## src/rtl/avalon_mm_master_q.sv

```systemverilog
// avalon_mm_master_q: queued Avalon-MM master. Commands are buffered in a
// small FIFO and issued back-to-back onto the bus. Each transfer is either
// completed by WAITREQUEST low or aborted by the waitrequest timeout. Every
// command produces exactly one response pulse, in command order.
module avalon_mm_master_q #(
  parameter int DATA_W  = 32,
  parameter int ADDR_W  = 32,
  parameter int DEPTH   = 4,
  parameter int TIMEOUT = 255
) (
  input  logic                CLK,
  input  logic                RST,
  input  logic                cmd_valid,
  output logic                cmd_ready,
  input  logic                cmd_rnw,
  input  logic                cmd_lock,
  input  logic [ADDR_W-1:0]   cmd_addr,
  input  logic [DATA_W-1:0]   cmd_wdata,
  input  logic [DATA_W/8-1:0] cmd_be,
  output logic                rsp_valid,
  output logic [DATA_W-1:0]   rsp_rdata,
  output logic                rsp_err,
  output logic                busy,
  output logic [ADDR_W-1:0]   ADDRESS,
  output logic [DATA_W/8-1:0] BYTEENABLE,
  output logic                READ,
  output logic                WRITE,
  output logic [DATA_W-1:0]   WRITEDATA,
  output logic                BEGINTRANSFER,
  output logic                LOCK,
  input  logic [DATA_W-1:0]   READDATA,
  input  logic                WAITREQUEST
);

  localparam int BE_W  = DATA_W / 8;
  localparam int PTR_W = $clog2(DEPTH);
  localparam int CNT_W = $clog2(DEPTH + 1);
  // The wait counter only has to reach TIMEOUT-1: the edge that would take
  // it to TIMEOUT is the abort edge.
  localparam int WC_W  = (TIMEOUT > 1) ? $clog2(TIMEOUT) : 1;

  localparam logic [WC_W-1:0]  WAIT_LAST = WC_W'((TIMEOUT > 0) ? TIMEOUT - 1 : 0);
  localparam logic [CNT_W-1:0] FULL      = CNT_W'(DEPTH);

  typedef struct packed {
    logic              rnw;
    logic              lock;
    logic [ADDR_W-1:0] addr;
    logic [DATA_W-1:0] wdata;
    logic [BE_W-1:0]   be;
  } cmd_t;

  typedef enum logic {
    IDLE,
    ACCESS
  } state_t;

  cmd_t             mem [DEPTH];
  cmd_t             head;
  logic [PTR_W-1:0] wr_ptr;
  logic [PTR_W-1:0] rd_ptr;
  logic [CNT_W-1:0] count;
  logic [WC_W-1:0]  wait_cnt;
  state_t           state;
  state_t           state_nxt;
  logic             q_empty;
  logic             push;
  logic             load;
  logic             done;
  logic             abort;

  assign q_empty   = (count == '0);
  assign cmd_ready = (count != FULL);
  assign push      = cmd_valid && cmd_ready;
  assign head      = mem[rd_ptr];
  assign busy      = !q_empty || (state == ACCESS);

  // State register.
  always_ff @(posedge CLK) begin
    // NOTE: sequential state uses non-blocking assignments so every register
    // samples the pre-edge values of the others.
    if (RST) state <= IDLE;
    else     state <= state_nxt;
  end

  // Next state, transfer end detection and head load decision.
  always_comb begin
    // NOTE: every signal gets a default first so no path leaves it unassigned
    // (which would infer a latch).
    state_nxt = state;
    load      = 1'b0;
    done      = 1'b0;
    abort     = 1'b0;
    case (state)
      IDLE: begin
        if (!q_empty) begin
          load      = 1'b1;
          state_nxt = ACCESS;
        end
      end
      ACCESS: begin
        done  = !WAITREQUEST;
        abort = (TIMEOUT != 0) && WAITREQUEST && (wait_cnt == WAIT_LAST);
        if (done || abort) begin
          // Zero-bubble: the next head goes straight onto the bus.
          if (!q_empty) load      = 1'b1;
          else          state_nxt = IDLE;
        end
      end
      default: state_nxt = IDLE;
    endcase
  end

  // Queue storage write port.
  always_ff @(posedge CLK) begin
    // NOTE: the storage array is not reset; which entries are live is defined
    // entirely by the pointers and count, which are.
    if (push) mem[wr_ptr] <= {cmd_rnw, cmd_lock, cmd_addr, cmd_wdata, cmd_be};
  end

  // Queue pointers and occupancy; a pop is the head being loaded onto the bus.
  always_ff @(posedge CLK) begin
    if (RST) begin
      wr_ptr <= '0;
      rd_ptr <= '0;
      count  <= '0;
    end else begin
      if (push) wr_ptr <= wr_ptr + PTR_W'(1);
      if (load) rd_ptr <= rd_ptr + PTR_W'(1);
      count <= count + CNT_W'(push) - CNT_W'(load);
    end
  end

  // Bus registers, wait counter, lock tracking and response generation.
  always_ff @(posedge CLK) begin
    if (RST) begin
      ADDRESS       <= '0;
      BYTEENABLE    <= '0;
      WRITEDATA     <= '0;
      READ          <= 1'b0;
      WRITE         <= 1'b0;
      BEGINTRANSFER <= 1'b0;
      LOCK          <= 1'b0;
      wait_cnt      <= '0;
      rsp_valid     <= 1'b0;
      rsp_err       <= 1'b0;
      rsp_rdata     <= '0;
    end else begin
      rsp_valid     <= 1'b0;
      rsp_err       <= 1'b0;
      BEGINTRANSFER <= 1'b0;
      if (done || abort) begin
        rsp_valid <= 1'b1;
        rsp_err   <= abort;
        rsp_rdata <= (done && READ) ? READDATA : '0;
        READ      <= 1'b0;
        WRITE     <= 1'b0;
      end else if (state == ACCESS && WAITREQUEST) begin
        wait_cnt <= wait_cnt + WC_W'(1);
      end
      if (load) begin
        ADDRESS       <= head.addr;
        BYTEENABLE    <= head.be;
        WRITEDATA     <= head.wdata;
        READ          <= head.rnw;
        WRITE         <= !head.rnw;
        LOCK          <= head.lock;
        BEGINTRANSFER <= 1'b1;
        wait_cnt      <= '0;
      end else if (state == IDLE) begin
        // An IDLE edge with nothing to load releases the lock: it is held
        // for exactly one idle cycle after a locked command.
        LOCK <= 1'b0;
      end
    end
  end

endmodule
```

## config.mk

```make
export PLATFORM = sky130hd
export DESIGN_NAME = avalon_mm_master_q
export DESIGN_NICKNAME = d
export VERILOG_FILES = /design/src/rtl/avalon_mm_master_q.sv
export SDC_FILE = /design/constraint.sdc
export NUM_CORES = 1
export LEC_CHECK = 0
export CORE_MARGIN = 3
export CORE_UTILIZATION = 48
export CTS_CLUSTER_DIAMETER = 150
export DETAILED_ROUTE_END_ITERATION = 8
export GPL_ROUTABILITY_DRIVEN = 0
export PLACE_DENSITY = 0.83
export SKIP_LAST_GASP = 1
export SYNTH_ARGS = -nofsm -noshare
export SYNTH_HDL_FRONTEND = slang
export SYNTH_SLANG_ARGS = --single-unit
```

## constraint.sdc

```tcl
create_clock -name CLK -period 3.16 [get_ports CLK]
set_input_delay 0.632 -clock CLK [delete_from_list [all_inputs] [get_ports CLK]]
set_output_delay 0.632 -clock CLK [all_outputs]
set_load 0.02 [all_outputs]
```

==> summary by stage, run 1 <==
Timing
The final critical path time including I/O delays and setup is 2.75 ns. Setup violations remaining at the end of the flow were counted as 0. The setup total negative slack is 0 ns. At the pin with the least slew margin, the transition time is 0.571 ns.

Of the available clock period, the critical path in the final layout requires 0.870. Setup repair after global routing left no endpoint under its margin. The worst clock skew is 0.0170 ns.

The hold violation total from the final report is 0. The worst max-slew margin expressed relative to the limit is 0.619. The max-slew violation total from the final report is 0. Static timing analysis puts the maximum clock frequency at 364 MHz.

Synth
The post-synthesis compound-gate area fraction was 0.0705. The post-synth net total is 858. The async set or reset register ratio after synthesis is 0. The sequential share of the synthesized area is 0.759. After synthesis, the largest family of logic cells by area is multiplexers. Of the total synthesized cell area, the portion taken by full adders, half adders and majority gates is 0.00750. Of the total synthesized cell area, the portion taken by XOR and XNOR cells is 0.00366.

In the synthesized netlist the dominant register cell turns out to be edfxtp_1. The cell count after synthesis came out at 744. The post-synthesis simple-gate area fraction is 0.0282.

Dividing the synthesized area by the synthesized cell count gives 19.3 sq um. After synthesis, the share of cell area in mux cells is 0.111. The synthesized design contains 404 register bits. The number of enable flip-flop cells after synthesis is 280.

The count of distinct cell types in the synthesized netlist is 46. Yosys printed 0 warnings. The synthesized netlist occupies a cell area of 14,400 sq um. The share of synthesized area in the top cell type comes to 0.586. The cell taking the most area after synthesis is edfxtp_1. Yosys attributes the largest share of cell area to edfxtp_1 (59%), dfxtp_1 (17%), mux4_2 (11%).

Critical path
The start-to-end type of the worst setup path is reg2out. Along the worst path, the maximum fanout reaches 9. The reg-to-reg critical path endpoint is count[2]$_SDFF_PP0_. The number of cells traversed by the worst register-to-register path is 12. The startpoint class of the critical path is a register. The type of element capturing the critical path is a primary output. For the worst setup path, the data required time is 2.53 ns. Across all register-to-register paths, the minimum setup slack is 0.78 ns. The worst register-to-register path begins at wait_cnt[0]$_SDFFE_PP0P_. The arrival time of the worst setup path is 2.12 ns.

Clock network
The number of gates resized after CTS is 0. The clock tree buffer depth is 3. The clock reaches the later pin of the worst-skew pair after 0.52 ns. TritonCTS created 42 clock buffers. The number of hold buffers added after CTS was 0.

The clock net in this run drives a total of 404 sinks. CTS placed an instance of clkbuf_16 at the clock tree root. The clock transition at the registers of the reported paths is 0.06 ns.

CTS built an H-tree with a depth of 2. The clock tree from TritonCTS is built. The number of setup buffers added after CTS is 0.

Finish
The library cells used most frequently in the layout, excluding fill and tap cells, are edfxtp_1 (280), clkdlybuf4s50_1 (212), dfxtp_1 (122). The fraction of final layout cells sized beyond drive strength 1 is 0.170. For this run, the share of the core covered by cells in the final layout is 0.634. The library cell used most frequently in the layout, excluding fill and tap cells, is edfxtp_1. The growth of design area from synthesis to finish is 28.5%. For this run, the post-layout net count is 1,096. Counting the fill cells in the layout gives 2,007.

Global route
For this run, the total global-route usage over all layers was measured as 0.182. The global-route congestion overflow total is 0. The number of antenna violations at the first check in global routing is 0. The maximum number of pins on one net before global-route repair is 54. The number of global-route vias before repair was 7,931. The global-route wire length before repair is 44.9 mm.

Detailed routing
In the final routed layout, each cell accounts on average for 20.9 um. The count of unresolved DRC violations after routing is 0. The detail route stage leaves a number of antenna-violating nets equal to 0. The average vias per placed instance is 5.46. The first detailed-routing pass ran for 4 iterations.

Detailed routing inserted a total of 7,647 vias. The detailed router finished its first iteration with 581 violations. The total wire length after detailed routing is 29.3 mm.

Power
The static power due to leakage is 0.00619 uW. The relative contribution of the clock network to total power is 0.304. After layout, the design draws a total of 16,100 uW. Of the total power, registers draw 0.436. The internal power is 11,700 uW. Power spread over the standard cell area amounts to 875 nW/um^2. IR analysis of the VDD net gives a maximum drop of 0.613 mV.

Of the total power, combinational logic draws 0.260. In this run the power spent charging and discharging nets is 4440 uW. Of the total power, the share spent switching nets is 0.276.

Min path
The worst hold path terminates at ADDRESS[21]$_SDFFE_PP0P_. Along the worst hold path, the cell count comes to 1. In this run the worst hold path is classified as reg2reg. The origin of the worst min-delay path is ADDRESS[21]$_SDFFE_PP0P_.

Floorplan
The floorplan step defined a die boundary enclosing 32,000 sq um. The count of pins on the block boundary is 214. The die outline height is 179 um. The total number of placement rows is 62. The die is 179 um wide. The initial utilization of the core area, before any placement, comes to 0.493. In this run the standard cell core region covers 29,100 sq um.

Run status
The run finished with clean final reports.

Run
The count of max-cap constraint violations is 0.

Placed design
The placed wire-length estimate after detailed placement is 18.1 mm. The port buffer count is 213.
worst max-delay path: stages (launching register included):
cell	delay, ns
dfxtp_1	0.36
nor3_1	0.37
buf_4	0.25
nand2b_1	0.07
clkdlybuf4s50_1	0.55
sequential cells by signal (all words and copies together) (netlist names), named ones only:
| register | cells |
|---|---|
| WRITEDATA | 32 |
| rsp_rdata | 32 |
| LOCK | 1 |
| rsp_valid | 1 |
| state | 1 |
| rd_ptr | 2 |
| WRITE | 1 |
| ADDRESS | 32 |
| wr_ptr | 2 |
| BYTEENABLE | 4 |
| count | 3 |
| rsp_err | 1 |
| wait_cnt | 8 |
| READ | 1 |
| BEGINTRANSFER | 1 |
| mem | 280 |
kinds of logic (layout without fill, tap and decap cells):
| family | after synthesis | after routing |
|---|---|---|
| adder cells (fa/ha/maj) | 8 | 8 |
| AO/OA/AOI/OAI | 124 | 124 |
| XOR/XNOR | 6 | 6 |
| other | 0 | 1 |
| multiplexers | 72 | 72 |
| flip-flops | 404 | 404 |
| AND/OR/NAND/NOR | 81 | 81 |
| buffers and inverters | 49 | 320 |
metrics by stage:
stage	std cells	setup slack [ns]	area, sq um	hold slack (ns)
2_1_floorplan	744	0.737	14400	0.453
3_3_place_gp	1322	0.410	17000	0.457
3_5_place_dp	1322	0.415	17000	0.464
4_1_cts	1399	0.391	18400	0.482
5_1_grt	1399	0.310	18400	0.490
6_report	1400	0.411	18400	0.477
cell type report:
class / count / area, sq um / share of cell area
diodes: 1 / 2.50 / 0.000136
clock buffers: 60 / 1210 / 0.0656
clock inverters: 17 / 194 / 0.0105
inverters: 5 / 18.8 / 0.00102
multi-input cells: 291 / 3180 / 0.173
flip-flops and latches: 404 / 10900 / 0.591
well taps: 384 / 480 / 0.0261
repair buffers: 238 / 2450 / 0.133
layer usage:
layer / up-vias / global-route usage / part of all wire
li1: 3480 / - / -
met5: - / 0 / 0
met2: 229 / 0.313 / 0.51
met3: 41 / 0.0354 / 0.063
met4: 0 / 0.0435 / 0.017
met1: 3897 / 0.240 / 0.41
synthesized netlist by cell type (6+ instances only):
master / number
edfxtp_1: 280
dfxtp_1: 124
mux4_2: 70
a22o_1: 68
nor2_1: 45
a22oi_1: 32
buf_2: 20
clkbuf_1: 12
buf_6: 10
a21oi_1: 7
ha_1: 7
and2_1: 6
how the worst max path moves through the flow:
stage / slack (ns) / depth (start not counted) / to / startpoint
floorplan: 0.74 / 2 / mem[0][0]$_DFFE_PP_ / cmd_valid
global placement: 0.41 / 11 / count[2]$_SDFF_PP0_ / WAITREQUEST
detailed placement: 0.41 / 11 / count[2]$_SDFF_PP0_ / WAITREQUEST
CTS: 0.39 / 4 / busy / count[1]$_SDFF_PP0_
global route: 0.31 / 4 / busy / count[1]$_SDFF_PP0_
finish: 0.41 / 4 / busy / count[1]$_SDFF_PP0_
power by group through the flow:
stage / Clock (uW) / Combinational [uW] / Sequential, uW
floorplan: 0 / 2160 / 7480
global placement: 0 / 4180 / 7120
detailed placement: 0 / 4260 / 7140
CTS: 5010 / 4280 / 7050
global route: 5220 / 4490 / 7120
finish: 4900 / 4190 / 7040
No activity file was read; power rests on OpenSTA's default activity.
==> inputs of run 2 (changes only) <==
Settings changed: SLEW_MARGIN from default to 20.
==> results of run 2 <==
Final layout, timing and power as in run 1 (identical DEF).
==> inputs of run 3 (changes only) <==
Settings changed: CORE_ASPECT_RATIO from default to 1.75, REMOVE_ABC_BUFFERS from default to 1.
==> run 3 against run 2 <==
Net effect:
- cell count fell by 1.3%
- global-route usage rose by 0.70 points
- register-to-register slack improved by 0.04 ns
- largest cell class unchanged
==> summary by stage, run 3 (synthesis results as in run 1) <==
Run status
Outcome: complete, no violations (unchanged).

Clock network
The worst-skew pair later-pin latency is 0.53 ns (was 0.52 ns). The number of buffers inserted for hold repair after clock tree synthesis came to 0 (unchanged). The clock tree buffer depth is 3 (unchanged).

The clock tree from TritonCTS is built (unchanged). The number of levels in the clock H-tree is 2 (unchanged). The number of buffers added by the clock tree synthesis step is 36 (was 42). The number of setup buffers added after CTS is 0 (unchanged). The clock sink total is 404 (unchanged). The clock transition at the registers of the reported paths is 0.06 ns (about the same). The number of gates resized after CTS is 0 (unchanged). The buffer type at the clock tree root is clkbuf_16 (unchanged).

Detailed routing
The number of detailed-routing iterations run before antenna repair was 5 (was 4). The average vias per placed instance is 5.51 (was 5.46). The post-detailed-route wirelength per cell is 21.6 um (was 20.9 um). The count of routing violations after the opening detailed-route iteration came to 453 (was 581).

The number of antenna-violating nets in the routed design is 0 (unchanged). The total wire length after detailed routing is 29.9 mm (was 29.3 mm). The total via count after detailed routing is 7,619 (was 7,647). The count of unresolved DRC violations after routing is 0 (unchanged).

Power
The worst ir drop on vdd is 0.597 mV (was 0.613 mV). The power per unit of standard cell area is 866 nW/um^2 (was 875 nW/um^2). The total power after layout is 15,800 uW (was 16,100 uW). The static power due to leakage is 0.00607 uW (was 0.00619 uW).

Finish
The number of flip-flops in the largest register is 280 (unchanged). The number of filler cells placed in the layout is 2,041 (was 2,007). The total number of nets in the final design is 1,085 (was 1,096). The footprint of the flip-flops and latches is 10,900 sq um (unchanged). Highest-count cells in the layout ignoring fill and taps: edfxtp_1 (280), clkdlybuf4s50_1 (212), dfxtp_1 (122) (unchanged). The multi-input gate area in the final layout is 3180 sq um (unchanged). The top register by number of flip-flops is mem (unchanged). The growth of design area from synthesis to finish is 26.9% (was 28.5%). The fraction of final layout cells sized beyond drive strength 1 was 0.163 (was 0.170). The leading cell type in the layout, fill and taps excluded is edfxtp_1 (unchanged).

Timing
The worst max-slew margin expressed relative to the limit came to 0.402 (was 0.619). The hold violation total from the final report is 0 (unchanged). Setup repair after global routing missed its margin: false (unchanged). The post-route clock period utilization is 0.809 (was 0.870). The setup slack of the critical path after layout is 0.603 ns (was 0.411 ns). The actual transition at the worst max-transition pin is 0.897 ns (was 0.571 ns). The final critical path time including I/O delays and setup is 2.56 ns (was 2.75 ns). The count of endpoints failing setup in the final report is 0 (unchanged).

The minimum hold slack is 0.482 ns (was 0.477 ns). The worst clock skew is 0.0254 ns (was 0.0170 ns). The max-slew violation total from the final report is 0 (unchanged). The maximum clock rate was 391 MHz (was 364 MHz).

Floorplan
The total number of placement rows was 83 (was 62). The die footprint is 32,100 sq um (was 32,000 sq um). The horizontal extent of the die is 137 um (was 179 um).

The die outline height is 235 um (was 179 um). The initial core utilization came to 0.488 (was 0.493). The count of pins on the block boundary is 214 (unchanged). The area of the core region was 29,400 sq um (was 29,100 sq um).

Global route
The global-route congestion overflow total is 0 (unchanged). The maximum number of pins on one net before global-route repair is 71 (was 54). The number of antenna violations at the first check in global routing is 1 (was 0). The global-route usage over all layers is 0.189 (was 0.182). The global-route wire length before repair came to 46.4 mm (was 44.9 mm). The number of global-route vias before repair is 8,087 (was 7,931).

Critical path
The type of element capturing the critical path is a primary output (unchanged). The number of cells traversed by the worst register-to-register path is 12 (unchanged). The worst path required time is 2.53 ns (about the same). Ordered list of cells on the worst path: nor3_1 > buf_4 > nand2b_1 > clkdlybuf4s50_1 (unchanged). The largest stage delay on the critical path came to 0.54 ns (was 0.55 ns).

The startpoint class of the critical path is a register (unchanged). The critical-path cell with the highest stage delay is clkdlybuf4s50_1 (unchanged). The arrival time of the worst setup path is 1.92 ns (was 2.12 ns). The start-to-end type of the worst setup path is reg2out (unchanged).

The worst-path maximum fanout was 11 (was 9).

Placed design
The placed wire-length estimate after detailed placement is 18.3 mm (was 18.1 mm). The port buffer count is 213 (unchanged). The worst slack at placement came to 0.397 ns (was 0.415 ns).

Min path
The number of stages on the worst hold path is 1 (unchanged). The classification of the worst-slack hold path is reg2reg (unchanged).

Run
The count of max-cap constraint violations came to 0 (unchanged).
[run 3: changes by cell type in the layout (fill, tap and decap cells not counted), sizes merged]
| cell | delta |
|---|---|
| clkbuf | -12 |
| buf | -5 |
| clkinvlp | +2 |
| inv | -1 |
[run 3: area by class of cell]
| cell class | instances | share of cell area |
|---|---|---|
| Clock buffer | 48 | 0.0576 |
| Clock inverter | 18 | 0.0121 |
| Tap cell | 382 | 0.0262 |
| Antenna cell | 1 | 0.000137 |
| Inverter | 5 | 0.00103 |
| Multi-Input combinational cell | 291 | 0.175 |
| Timing Repair Buffer | 233 | 0.130 |
| Sequential cell | 404 | 0.598 |
[run 3: path summary, 6_finish.rpt]
path	startpoint	slack, ns	to
max	count[1]$_SDFF_PP0_	0.60	busy
min	WRITEDATA[9]$_SDFFE_PP0P_	0.48	WRITEDATA[9]$_SDFFE_PP0P_
max reg2reg	wait_cnt[0]$_SDFFE_PP0P_	0.82	count[2]$_SDFF_PP0_
min reg2reg	WRITEDATA[9]$_SDFFE_PP0P_	0.48	WRITEDATA[9]$_SDFFE_PP0P_
[run 3: power breakdown]
group          switching [uW]  internal, uW  total (uW)  leakage [uW]
combinational            2000          2080        4080       0.00188
sequential                556          6570        7130       0.00358
clock                    1890          2690        4580      0.000613
[run 3: metal layers]
metal  wire length (um)  track usage  vias to the layer above
met5                  0            0                        -
met4                994       0.0700                        0
met3               1750       0.0332                       63
met2              16000        0.330                      248
met1              11100        0.232                     3858
li1                   -            -                     3450
[run 3: critical path, delay by kind of cell, from the launching register on]
| kind | cells | cell delay [ns] |
|---|---|---|
| flops | 1 | 0.37 |
| simple gates | 2 | 0.28 |
| buf+inv | 2 | 0.75 |
[run 3: metrics by stage]
stage	utilization	setup TNS [ns]	instances	area [sq um]
after floorplan	-	-56.50	700	14100
after global placement	0.577	0	1315	16900
after detailed placement	0.577	0	1315	16900
after CTS	0.620	0	1381	18200
after global routing	0.620	0	1382	18200
final	0.620	0	1382	18200
